`src/rtl/ddfs_ftw_sweep_if.sv`:
```
// Configuration handshake and tuning-word output bundle for the DDFS sweep controller.
interface ddfs_ftw_sweep_if #(
  parameter int unsigned FTW_W   = 8,
  parameter int unsigned DWELL_W = 16
);
  logic               cfg_valid;
  logic               cfg_ready;
  logic [FTW_W-1:0]   cfg_start_ftw;
  logic [FTW_W-1:0]   cfg_stop_ftw;
  logic [FTW_W-1:0]   cfg_step;
  logic [DWELL_W-1:0] cfg_dwell;
  logic               cfg_mode;
  logic               abort;
  logic [FTW_W-1:0]   q_ftw;
  logic               ftw_valid;
  logic               busy;
  logic               done;

  modport master (
    output cfg_valid, cfg_start_ftw, cfg_stop_ftw, cfg_step, cfg_dwell, cfg_mode, abort,
    input  cfg_ready, q_ftw, ftw_valid, busy, done
  );

  modport slave (
    input  cfg_valid, cfg_start_ftw, cfg_stop_ftw, cfg_step, cfg_dwell, cfg_mode, abort,
    output cfg_ready, q_ftw, ftw_valid, busy, done
  );
endinterface

```
`src/rtl/ddfs_ftw_sweep.sv`:
```
// Frequency-sweep controller: single or continuous triangle sweep of the DDFS tuning word.
module ddfs_ftw_sweep #(
  parameter int unsigned FTW_W   = 8,
  parameter int unsigned DWELL_W = 16
) (
  input logic             clk,
  input logic             reset,
  ddfs_ftw_sweep_if.slave bus
);

  typedef enum logic {IDLE, DWELL} state_t;

  state_t             state, state_d;
  logic [FTW_W-1:0]   q_ftw, q_ftw_d;
  logic               ftw_valid, ftw_valid_d;
  logic               busy, busy_d;
  logic               done, done_d;
  logic [DWELL_W-1:0] cnt, cnt_d;
  logic [DWELL_W-1:0] dwell, dwell_d;
  logic [FTW_W-1:0]   start_ftw, start_ftw_d;
  logic [FTW_W-1:0]   stop_ftw, stop_ftw_d;
  logic [FTW_W-1:0]   step, step_d;
  logic               mode, mode_d;
  logic [FTW_W-1:0]   target, target_d;
  logic [FTW_W-1:0]   next_target;

  // One step from cur toward tgt, clamped at tgt; the sum is one bit wider so it cannot wrap.
  function automatic logic [FTW_W-1:0] step_toward(input logic [FTW_W-1:0] cur,
                                                   input logic [FTW_W-1:0] tgt,
                                                   input logic [FTW_W-1:0] stp);
    logic [FTW_W:0]   sum;
    logic [FTW_W-1:0] diff;
    sum  = {1'b0, cur} + {1'b0, stp};
    diff = cur - tgt;
    if (tgt > cur) begin
      return (sum >= {1'b0, tgt}) ? tgt : sum[FTW_W-1:0];
    end
    return (diff <= stp) ? tgt : cur - stp;
  endfunction

  assign bus.cfg_ready = (state == IDLE) && !reset;
  assign bus.q_ftw     = q_ftw;
  assign bus.ftw_valid = ftw_valid;
  assign bus.busy      = busy;
  assign bus.done      = done;

  // State and datapath registers with synchronous reset.
  always_ff @(posedge clk) begin
    if (reset) begin
      state     <= IDLE;
      q_ftw     <= '0;
      ftw_valid <= 1'b0;
      busy      <= 1'b0;
      done      <= 1'b0;
      cnt       <= '0;
      dwell     <= '0;
      start_ftw <= '0;
      stop_ftw  <= '0;
      step      <= '0;
      mode      <= 1'b0;
      target    <= '0;
    end else begin
      state     <= state_d;
      q_ftw     <= q_ftw_d;
      ftw_valid <= ftw_valid_d;
      busy      <= busy_d;
      done      <= done_d;
      cnt       <= cnt_d;
      dwell     <= dwell_d;
      start_ftw <= start_ftw_d;
      stop_ftw  <= stop_ftw_d;
      step      <= step_d;
      mode      <= mode_d;
      target    <= target_d;
    end
  end

  // Next-state logic: config capture, dwell countdown, step/turnaround/completion and abort.
  always_comb begin
    state_d     = state;
    q_ftw_d     = q_ftw;
    ftw_valid_d = 1'b0;
    busy_d      = busy;
    done_d      = 1'b0;
    cnt_d       = cnt;
    dwell_d     = dwell;
    start_ftw_d = start_ftw;
    stop_ftw_d  = stop_ftw;
    step_d      = step;
    mode_d      = mode;
    target_d    = target;
    next_target = (target == stop_ftw) ? start_ftw : stop_ftw;

    case (state)
      IDLE: begin
        if (bus.cfg_valid) begin
          start_ftw_d = bus.cfg_start_ftw;
          stop_ftw_d  = bus.cfg_stop_ftw;
          step_d      = (bus.cfg_step == '0) ? FTW_W'(1) : bus.cfg_step;
          dwell_d     = bus.cfg_dwell;
          mode_d      = bus.cfg_mode;
          target_d    = bus.cfg_stop_ftw;
          q_ftw_d     = bus.cfg_start_ftw;
          cnt_d       = bus.cfg_dwell;
          ftw_valid_d = 1'b1;
          busy_d      = 1'b1;
          state_d     = DWELL;
        end
      end
      DWELL: begin
        if (bus.abort) begin
          busy_d  = 1'b0;
          state_d = IDLE;
        end else if (cnt != '0) begin
          cnt_d = cnt - DWELL_W'(1);
        end else if (q_ftw != target) begin
          q_ftw_d     = step_toward(q_ftw, target, step);
          ftw_valid_d = 1'b1;
          cnt_d       = dwell;
        end else if (!mode) begin
          busy_d  = 1'b0;
          done_d  = 1'b1;
          state_d = IDLE;
        end else begin
          // Triangle turnaround; with start == stop the word simply holds.
          target_d = next_target;
          cnt_d    = dwell;
          if (next_target != q_ftw) begin
            q_ftw_d     = step_toward(q_ftw, next_target, step);
            ftw_valid_d = 1'b1;
          end
        end
      end
      default: state_d = IDLE;
    endcase
  end

endmodule

```
`src/flat_wrapper.sv`:
```
// flat-port wrapper written by rule: the top's interface ports become plain ports
module ddfs_ftw_sweep_flat 
#(
  parameter int unsigned FTW_W   = 8,
  parameter int unsigned DWELL_W = 16
)
  (clk, reset, bus_cfg_valid, bus_cfg_start_ftw, bus_cfg_stop_ftw, bus_cfg_step, bus_cfg_dwell, bus_cfg_mode, bus_abort, bus_cfg_ready, bus_q_ftw, bus_ftw_valid, bus_busy, bus_done);
  ddfs_ftw_sweep_if #(.FTW_W(FTW_W), .DWELL_W(DWELL_W)) bus_i ();
  input logic clk;
  input logic reset;
  input wire logic [$bits(bus_i.cfg_valid)-1:0] bus_cfg_valid;
  input wire logic [$bits(bus_i.cfg_start_ftw)-1:0] bus_cfg_start_ftw;
  input wire logic [$bits(bus_i.cfg_stop_ftw)-1:0] bus_cfg_stop_ftw;
  input wire logic [$bits(bus_i.cfg_step)-1:0] bus_cfg_step;
  input wire logic [$bits(bus_i.cfg_dwell)-1:0] bus_cfg_dwell;
  input wire logic [$bits(bus_i.cfg_mode)-1:0] bus_cfg_mode;
  input wire logic [$bits(bus_i.abort)-1:0] bus_abort;
  output wire logic [$bits(bus_i.cfg_ready)-1:0] bus_cfg_ready;
  output wire logic [$bits(bus_i.q_ftw)-1:0] bus_q_ftw;
  output wire logic [$bits(bus_i.ftw_valid)-1:0] bus_ftw_valid;
  output wire logic [$bits(bus_i.busy)-1:0] bus_busy;
  output wire logic [$bits(bus_i.done)-1:0] bus_done;
  assign bus_i.cfg_valid = bus_cfg_valid;
  assign bus_i.cfg_start_ftw = bus_cfg_start_ftw;
  assign bus_i.cfg_stop_ftw = bus_cfg_stop_ftw;
  assign bus_i.cfg_step = bus_cfg_step;
  assign bus_i.cfg_dwell = bus_cfg_dwell;
  assign bus_i.cfg_mode = bus_cfg_mode;
  assign bus_i.abort = bus_abort;
  assign bus_cfg_ready = bus_i.cfg_ready;
  assign bus_q_ftw = bus_i.q_ftw;
  assign bus_ftw_valid = bus_i.ftw_valid;
  assign bus_busy = bus_i.busy;
  assign bus_done = bus_i.done;
  ddfs_ftw_sweep #(.FTW_W(FTW_W), .DWELL_W(DWELL_W)) u_core (.clk(clk), .reset(reset), .bus(bus_i));
endmodule
```
`config.mk`:
```
export PLATFORM = sky130hd
export DESIGN_NAME = ddfs_ftw_sweep_flat
export DESIGN_NICKNAME = d
export VERILOG_FILES = /design/src/rtl/ddfs_ftw_sweep_if.sv /design/src/rtl/ddfs_ftw_sweep.sv /design/src/flat_wrapper.sv
export SDC_FILE = /design/constraint.sdc
export NUM_CORES = 1
export LEC_CHECK = 0
export ABC_AREA = 1
export BUFFER_PORTS_ARGS = -buffer_cell sky130_fd_sc_hd__buf_4
export CORE_MARGIN = 1.5
export CORE_UTILIZATION = 66
export DETAILED_ROUTE_END_ITERATION = 12
export PLACE_DENSITY = 0.88
export SYNTH_ARGS = -nofsm -noshare
export SYNTH_HDL_FRONTEND = slang
export SYNTH_SLANG_ARGS = --single-unit
```
`constraint.sdc`:
```
create_clock -name clk -period 6.1 [get_ports clk]
set_input_delay 1.22 -clock clk [delete_from_list [all_inputs] [get_ports clk]]
set_output_delay 1.22 -clock clk [all_outputs]
set_load 0.005 [all_outputs]
```
After elaboration in Yosys (flattened, before gate mapping):

Index checks and enable logic that the tools add are counted.

* word-level logic and storage cells: 108
* input port bits: 45
* register bits after elaboration: 77
* output and inout port bits: 12

* reductions and logical operators: 10
* bitwise operators: 1
* magnitude comparators: 6
* eq/ne operators: 14
* muxes and demuxes: 60
* add/sub/neg operators: 5

Operator list (count)
* $mux 8: 21
* $mux 16: 5
* $pmux 16 s2: 1
* $pmux 8 s2: 2
* $mux 1: 28
* $sub 8x8->8: 3
* $ge 9x8->1: 2
* $gt 8x8->1: 2
* $le 8x8->1: 2
* $ne 8x8->1: 2
* $reduce_bool 16->1: 1
* $sub 16x1->16 const B: 1
* $ne 3x3->1 const B: 5
* $ne 2x2->1 const B: 5
* $reduce_and 5->1: 2
* $add 8x8->9: 1
* $eq 8x8->1: 1
* $logic_not 8->1: 1
* $pmux 1 s2: 3
* $reduce_or 5->1: 1
* $ne 4x4->1 const B: 1
* $reduce_and 4->1: 1
* $reduce_and 3->1: 1
* $reduce_and 2->1: 1
* 3 further kinds: 3

Depth between registers and ports, before layout:

Gate-level depths: netlist of the first run.

* depth after elaboration: 17
* mapped depth: 31
* gate-level depth less buffers: 31

Worst setup path before layout of the first run:

Ideal clock, no wire load.

* path kind: register to register
* start: register u_core.target[1]
* end: register u_core.q_ftw[6] (netlist: u_core.bus.q_ftw[6])
* buffers on the path: 0
* setup slack: 2346 ps
* library setup time: 122 ps
* required time: 5978 ps
* data arrival time: 3632 ps
* cell stages (with the launch flop): 30
* period minus slack after synthesis: 3754 ps
* path through: dfxtp_1 -> inv_2 -> nand2_2 -> nand2_2 -> nand2_2 -> nor2_2 -> nand2_4 -> inv_1 -> o21ai_0 -> inv_1 -> ha_1 -> a21oi_1 -> nand2_1 -> nand2_1 -> o21ai_1 -> a21oi_1 -> o21bai_1 -> xor2_1 -> ha_1 -> nand2_1 -> nor2_1 -> nand2_1 -> o211ai_1 -> nand2_1 -> inv_1 -> o21ai_0 -> a21oi_1 -> nand2_1 -> nand2_1 -> a21oi_2

* word-level cells in the longest chain between the ends: 17
* elaborated cells on any way between the ends: 41
* those cells by class: 2 x add/sub; 6 x order compare; 5 x eq/ne; 27 x mux; 1 x reduce/logical

Ends and longest elaborated chain
* start: declaration: RTL line ddfs_ftw_sweep.sv:24 `logic [FTW_W-1:0] target, target_d;`
* start signal: assignment: RTL line ddfs_ftw_sweep.sv:74 `target <= target_d;`
* $eq 8x8->1: RTL line ddfs_ftw_sweep.sv:92 `next_target = (target == stop_ftw) ? start_ftw : stop_ftw;`
* $mux 8: RTL line ddfs_ftw_sweep.sv:92
* $gt 8x8->1: RTL line ddfs_ftw_sweep.sv:35 `if (tgt > cur) begin`
* $mux 1: RTL line ddfs_ftw_sweep.sv:35
* $mux 1: RTL line ddfs_ftw_sweep.sv:128 `if (next_target != q_ftw) begin`
* $mux 1: RTL line ddfs_ftw_sweep.sv:120 `end else if (!mode) begin`
* $mux 1: RTL line ddfs_ftw_sweep.sv:116 `end else if (q_ftw != target) begin`
* $mux 1: RTL line ddfs_ftw_sweep.sv:114 `end else if (cnt != '0) begin`
* $mux 1: RTL line ddfs_ftw_sweep.sv:111 `if (bus.abort) begin`
* $mux 1: RTL line ddfs_ftw_sweep.sv:94 `case (state)`
* $mux 8: RTL line ddfs_ftw_sweep.sv:38 `return (diff <= stp) ? tgt : cur - stp;`
* $mux 8: RTL line ddfs_ftw_sweep.sv:128
* $mux 8: RTL line ddfs_ftw_sweep.sv:120
* $mux 8: RTL line ddfs_ftw_sweep.sv:116
* $mux 8: RTL line ddfs_ftw_sweep.sv:114
* $mux 8: RTL line ddfs_ftw_sweep.sv:111
* $pmux 8 s2: RTL line ddfs_ftw_sweep.sv:94
* end signal: assignment: RTL line ddfs_ftw_sweep.sv:64 `q_ftw <= q_ftw_d;`
* end: declaration: RTL line ddfs_ftw_sweep.sv:14 `logic [FTW_W-1:0] q_ftw, q_ftw_d;`

Parallel ways exist; a longest one is shown, timed or not. The select of a mux whose other input is x is not followed.
A chain may end at the register's enable or synchronous reset.

Worst setup path in the final report of the first run:

Same ends and word-level chain as after synthesis.

==> results.sh, run 1 <==
export IMPL_status="complete, no violations"
export IMPL_diodes=0
export IMPL_hpwl_um=14000
export IMPL_num_vias=6555
export IMPL_fin_tns_setup_ns=0
export IMPL_peakVddDrop_mv=0.151
export IMPL_port_buffers=56
export IMPL_cp_start_kind="register"
export IMPL_hp_class="reg -> reg"
export IMPL_first_iter_violations=545
export IMPL_drt_first_pass_iters=6
export IMPL_cp_top_family="compound AO/OA/AOI/OAI gates"
export IMPL_period_share_pct=75.2
export IMPL_rows=35
export IMPL_power_density_mw_per_mm2=311
export IMPL_cts_resized=0
export IMPL_path_buf_inv=4
export IMPL_wl_per_cell_um=17.3
export IMPL_wl_um=19000
export IMPL_tritoncts="built"
export IMPL_setup_viol=0
export IMPL_syn_to_final_growth_pct=11.1
export IMPL_drc=0
export IMPL_synthDistinctLibCells=42
export IMPL_power_mw=2.17
export IMPL_cp_required_ns=6.35
export IMPL_skew_ns=0.00777
export IMPL_hold_viol_final=0
export IMPL_clk_path_buf_depth=2
export IMPL_crit_path_max_fanout=9
export IMPL_cp_common_cell="nand2_1"
export IMPL_worst_pin_slew_ns=0.922
export IMPL_core_area_mm2=0.00924
export IMPL_p_clk_share_pct=21.4
export IMPL_slowest_delay_ns=0.46
export IMPL_max_cap_violations=0
export IMPL_post_cts_buffers=0
export IMPL_grt_pass1_wl_um=29500
export IMPL_die_width_um=101
export IMPL_yosysWarnings=0
export IMPL_grt_max_degree=60
export IMPL_syn_area_per_cell_um2=6.83
export IMPL_cts_max_level=3
export IMPL_p_leak_nw=3.28
export IMPL_rsz0062_at_grt="false"
export IMPL_cts_sinks=77
export IMPL_cts_inserted_buffers=9
export IMPL_clk_latency_ns=0.36
export IMPL_io_pins=57
export IMPL_cts_root_buf="clkbuf_8"
export IMPL_grt_ovfl_total=0
export IMPL_seqPwrFrac_pct=27.7
export IMPL_grt_util_all_layers_pct=37.4
export IMPL_crit_type="reg -> reg"
export IMPL_via_per_inst=5.98
export IMPL_synth_nets=1035
export IMPL_syn_area_mm2=0.00630
export IMPL_final_antenna_net_count=0
export IMPL_period_minus_slack_ns=4.59
export IMPL_comb_power_share_pct=50.8
export IMPL_sw_frac_of_total_pct=45.8
export IMPL_ys_seq_area_share_pct=24.5
export IMPL_worst_setup_path_end_kind="register"
export IMPL_intPower_mw=1.18
export IMPL_grt_antenna_before_repair=0
export IMPL_initial_core_util_pct=68.2
export IMPL_gp_congestion=1.03
export IMPL_die_y_um=101
export IMPL_netSwitchingPower_mw=0.995
export IMPL_final_layout_size_suffix_gt1_share_pct=12.6
export IMPL_grt_pass1_vias=6015
export IMPL_cp_slowest_cell="o21ai_0"
export IMPL_path_clk_slew_ns=0.10
export IMPL_slew_headroom_pct=36.8
export IMPL_ys_seq_elements=77
export IMPL_die_area_mm2=0.0101
export IMPL_final_max_slew_viol_count=0
export IMPL_hold_buffers=0
export IMPL_max_freq_mhz=218
export IMPL_netlist_instances=923
export IMPL_nets=1074
export IMPL_cp_arrival_ns=4.84
## cells by family after synthesis
group | count (synthesis) | synth area share, %
adders and majority gates | 67 | 13.7
buffers and inverters | 145 | 9.12
and+or+nand+nor | 294 | 20.8
AOI/OAI and AO/OA | 299 | 26.2
xor gates and xnor gates | 36 | 5.00
DFF | 77 | 24.5
muxes | 5 | 0.794
## power by group through the flow
| stage | Clock, mW | Sequential, mW | Combinational (mW) |
|---|---|---|---|
| global placement | 0 | 0.611 | 1.05 |
| floorplan | 0 | 0.592 | 0.812 |
| global route | 0.481 | 0.606 | 1.22 |
| detailed placement | 0 | 0.612 | 1.06 |
| finish | 0.466 | 0.603 | 1.11 |
| CTS | 0.463 | 0.600 | 1.07 |
## placed cells by master (no fill, tap or decap), drive strengths merged
cell type and instances:
nor2 100, clkbuf 9, a21oi 122, clkinv 2
nand3b 1, ha 64, fa 3, nor3 14
a221oi 5, dfxtp 77, xnor2 13, bufinv 2
nand3 24, o21bai 4, inv 113, buf 62
nor4 6, o31ai 1, nand2 141, o21ai 131
mux2i 5, o211ai 14, or2 2, nand4 6
clkinvlp 1, xor2 23, o21a 1, a21o 1
a211oi 6, a31oi 14
## Yosys cell counts, drive strengths merged
library cell / n / area share, %
nor2: 100 / 6.4
mux2i: 5 / 0.79
a21oi: 122 / 10
o21a: 1 / 0.12
nand3b: 1 / 0.12
ha: 64 / 13
clkinv: 2 / 0.12
o21ai: 131 / 10
xnor2: 13 / 1.8
inv: 109 / 6.5
or2: 2 / 0.20
a21o: 1 / 0.12
o21bai: 4 / 0.48
a211oi: 6 / 0.71
o31ai: 1 / 0.12
buf: 9 / 0.79
fa: 3 / 0.95
dfxtp: 77 / 24
a31oi: 14 / 1.4
xor2: 23 / 3.2
nor3: 14 / 1.1
clkbuf: 25 / 1.7
nand4: 6 / 0.60
a221oi: 5 / 0.79
nor4: 6 / 0.60
nand3: 24 / 2.2
o211ai: 14 / 1.7
nand2: 141 / 9.6
## metal layers
metal	GRT usage, %	up-vias	wire (µm)
li1	-	3202	-
met1	47.0	2954	7720
met2	62.2	334	8720
met3	7.56	65	1740
met4	16.5	0	795
met5	0	-	0
## metrics by stage
| step | cells | area (µm²) | utilization [%] | setup WS [ns] | hold WS [ns] |
|---|---|---|---|---|---|
| floorplan | 923 | 6300 | - | 2.35 | 0.430 |
| global placement | 1080 | 6770 | 73.3 | 1.89 | 0.447 |
| detailed placement | 1080 | 6770 | 73.3 | 1.74 | 0.453 |
| CTS | 1096 | 7000 | 75.7 | 1.67 | 0.468 |
| global route | 1096 | 7000 | 75.7 | 1.19 | 0.495 |
| finish | 1096 | 7000 | 75.7 | 1.51 | 0.467 |
## worst min-delay path, delay by kind of cell (launching register included)
kind / cells / cell delay (ns)
DFF: 1 / 0.31
buffers and inverters: 1 / 0.06
AOI/OAI and AO/OA: 1 / 0.05
## worst paths after layout
path	from	end	slack [ns]	depth (start not counted)
worst max-delay path	u_core.target[1]	u_core.bus.q_ftw[6]	1.51	29
worst min-delay path	u_core.dwell[15]	u_core.dwell[15]	0.47	2
worst max register to register	u_core.target[1]	u_core.bus.q_ftw[6]	1.51	29
worst min register to register	u_core.dwell[15]	u_core.dwell[15]	0.47	2
## state kept, by name, summed over array words and instances, names as in the netlist
| register | count |
|---|---|
| u_core.bus.busy | 1 |
| u_core.stop_ftw | 8 |
| u_core.bus.ftw_valid | 1 |
| u_core.dwell | 16 |
| u_core.start_ftw | 8 |
| u_core.bus.q_ftw | 8 |
| u_core.state | 1 |
| u_core.step | 8 |
| u_core.target | 8 |
| u_core.bus.done | 1 |
| u_core.cnt | 16 |
| u_core.mode | 1 |
## area by class of cell
| cell class | count | area, µm² |
|---|---|---|
| Multi-Input combinational cell | 701 | 4180 |
| Fill cell | 770 | 2240 |
| Sequential cell | 77 | 1540 |
| Timing Repair Buffer | 62 | 465 |
| Inverter | 111 | 417 |
| Tap cell | 129 | 161 |
| Clock buffer | 9 | 124 |
| Clock inverter | 7 | 105 |
Power figures use the tool's default switching activity.
==> run 2, diff against run 1 <==
- CORE_UTILIZATION: 66 -> 55
- PLACE_DENSITY: 0.88 -> 0.79
- clock period: 6.1 -> 3.81 ns (I/O delays scaled with it)
==> run 2 against run 1 <==
Against the previous run: total power grew 84%; via count rose by 4.8%; combinational power grew 86%; fmax is 23% higher; design area is 12% higher.
==> results.sh, run 2 (synthesis results as in run 1) <==
export IMPL_status="complete, no violations"
export IMPL_final_cells=1166
export IMPL_seqCellArea_mm2=0.00155
export IMPL_rsz0062_at_grt="true"
export IMPL_period_share_pct=98.0
export IMPL_min_path_cells=2
export IMPL_p_leak_nw=3.64
export IMPL_drt_first_pass_iters=5
export IMPL_cts_sinks=77
export IMPL_worstPathCellList="ha_2 -> fa_2 -> a21oi_4 -> o21ai_4 -> a21oi_2 -> o21ai_1 -> xor2_1 -> inv_1 -> buf_4 -> ha_1 -> a21oi_1 -> nor2_1 -> nor3_2 -> nand2_2 -> nor2_4 -> nand2_1 -> nand3_1 -> nand2_1 -> nand2_2 -> a21oi_2"
export IMPL_slew_headroom_pct=19.4
export IMPL_startpoint="u_core.bus.q_ftw[0]"
export IMPL_grt_pass1_vias=6145
export IMPL_syn_to_final_growth_pct=24.1
export IMPL_ff2ff_setup_slack_ns=0.08
export IMPL_cts_max_level=3
export IMPL_cts_inserted_buffers=9
export IMPL_r2r_start="u_core.bus.q_ftw[0]"
export IMPL_port_buffers=56
export IMPL_rows=38
export IMPL_grt_util_all_layers_pct=34.0
export IMPL_grt_max_degree=60
export IMPL_hpwl_um=14800
export IMPL_nets=1133
export IMPL_first_iter_violations=495
export IMPL_via_per_inst=5.89
export IMPL_cp_slowest_cell="fa_2"
export IMPL_path_buf_inv=2
export IMPL_clk_latency_ns=0.34
export IMPL_place_ws_ns=0.0360
export IMPL_power_density_mw_per_mm2=512
export IMPL_grt_ovfl_total=0
export IMPL_reg_largest_list="u_core.cnt (16), u_core.dwell (16)"
export IMPL_cp_arrival_ns=3.96
export IMPL_fillCellCount=899
export IMPL_clk_path_buf_depth=2
export IMPL_path_clk_slew_ns=0.06
export IMPL_holdPathEnd="u_core.dwell[11]"
export IMPL_hp_class="reg -> reg"
export IMPL_wl_per_cell_um=17.6
export IMPL_hold_viol_final=0
export IMPL_io_pins=57
export IMPL_hold_path_startpoint="u_core.dwell[11]"
export IMPL_crit_path_max_fanout=8
export IMPL_timing_rr_end="u_core.bus.q_ftw[1]"
export IMPL_wl_um=20600
export IMPL_utilization_pct=71.2
export IMPL_num_vias=6870
export IMPL_die_area_mm2=0.0121
export IMPL_max_cap_violations=0
export IMPL_worst_pin_slew_ns=1.21
export IMPL_multi_input_area_mm2=0.00443
export IMPL_initial_core_util_pct=57.4
export IMPL_crit_type="reg -> reg"
export IMPL_final_common_cell="o21ai_0"
export IMPL_final_antenna_net_count=0
export IMPL_skew_ns=0.00438
export IMPL_worst_setup_path_end_kind="register"
export IMPL_diodes=0
export IMPL_tritoncts="built"
export IMPL_period_minus_slack_ns=3.73
export IMPL_drc=0
export IMPL_placed_cells=1134
export IMPL_cp_required_ns=4.03
export IMPL_die_y_um=110
export IMPL_cts_root_buf="clkbuf_16"
export IMPL_final_layout_size_suffix_gt1_share_pct=22.7
export IMPL_mostFrequentLayoutCells="o21ai_0 (125), nand2_1 (117), buf_4 (117)"
export IMPL_die_width_um=110
export IMPL_final_max_slew_viol_count=0
export IMPL_slowest_delay_ns=0.39
export IMPL_cp_start_kind="register"
export IMPL_max_freq_mhz=268
export IMPL_core_area_mm2=0.0110
export IMPL_peakVddDrop_mv=0.317
export IMPL_r2r_cells=20
export IMPL_hold_ws_ns=0.456
export IMPL_fin_ws_ns=0.0778
export IMPL_grt_antenna_before_repair=0
export IMPL_cp_top_family="simple AND/OR/NAND/NOR gates"
export IMPL_gp_congestion=0.999
export IMPL_grt_pass1_wl_um=31100
export IMPL_setup_viol=0
[run 2: cell count changes in the layout (fill, tap and decap cells not counted), sizes merged]
cell      before  now
clkbuf         9   12
buf           62  119
nand2        141  143
clkinv         2    3
clkinvlp       1    0
inv          113  110
[run 2: power by group]
part           leakage (nW)  internal (mW)  switching, mW
Sequential            0.642          0.883         0.0696
Clock                 0.169          0.631          0.346
Combinational          2.83          0.805           1.27
Total                  3.64           2.32           1.68
[run 2: per-stage QoR]
stage,power (mW),area [µm²],TNS [ns]
after global routing,4.26,7820,-0.663
final,4.00,7820,0
after floorplan,2.25,6300,0
after CTS,3.75,7460,0
after detailed placement,2.77,7110,0
after global placement,2.75,7110,0
[run 2: worst register-to-register path, delay by kind of cell, from the launching register on]
kind                     cells  cell delay, ns
AO/OA/AOI/OAI                6            0.69
XOR/XNOR                     1            0.39
adder cells (fa/ha/maj)      3            0.88
buffers and inverters        2            0.31
flip-flops                   1            0.33
AND/OR/NAND/NOR              8            1.02
[run 2: layout make-up]
type / count / area share [%]
sequential: 77 / 19.9
clock buffer: 12 / 3.41
clock inverter: 4 / 0.992
multi-input combinational: 703 / 56.7
inverter: 111 / 5.36
tap: 140 / 2.24
timing repair buffer: 119 / 11.4
[run 2: worst max path at each step]
| stage | to | slack [ns] | depth (start not counted) |
|---|---|---|---|
| after detailed placement | u_core.bus.q_ftw[3] | 0.04 | 28 |
| after global placement | u_core.bus.q_ftw[3] | 0.08 | 27 |
| after global routing | u_core.bus.q_ftw[4] | -0.09 | 29 |
| after floorplan | u_core.bus.q_ftw[6] | 0.06 | 29 |
| final | u_core.bus.q_ftw[1] | 0.08 | 20 |
| after CTS | u_core.bus.q_ftw[4] | 0.03 | 29 |
[run 2: timing repair]
item,in CTS,in global routing
resized for setup,2,64
endpoints found under the setup margin,4,8
buffers inserted,0,14
cloned,0,2
hold buffers,0,0
pin swaps,1,34
[run 2: per-layer routing]
layer / GRT usage [%] / wire length, µm / up-vias
met1: 44.0 / 8470 / 3134
li1: - / - / 3318
met2: 54.5 / 9300 / 346
met3: 7.05 / 1810 / 72
met4: 15.5 / 1000 / 0
met5: 0 / 0 / -
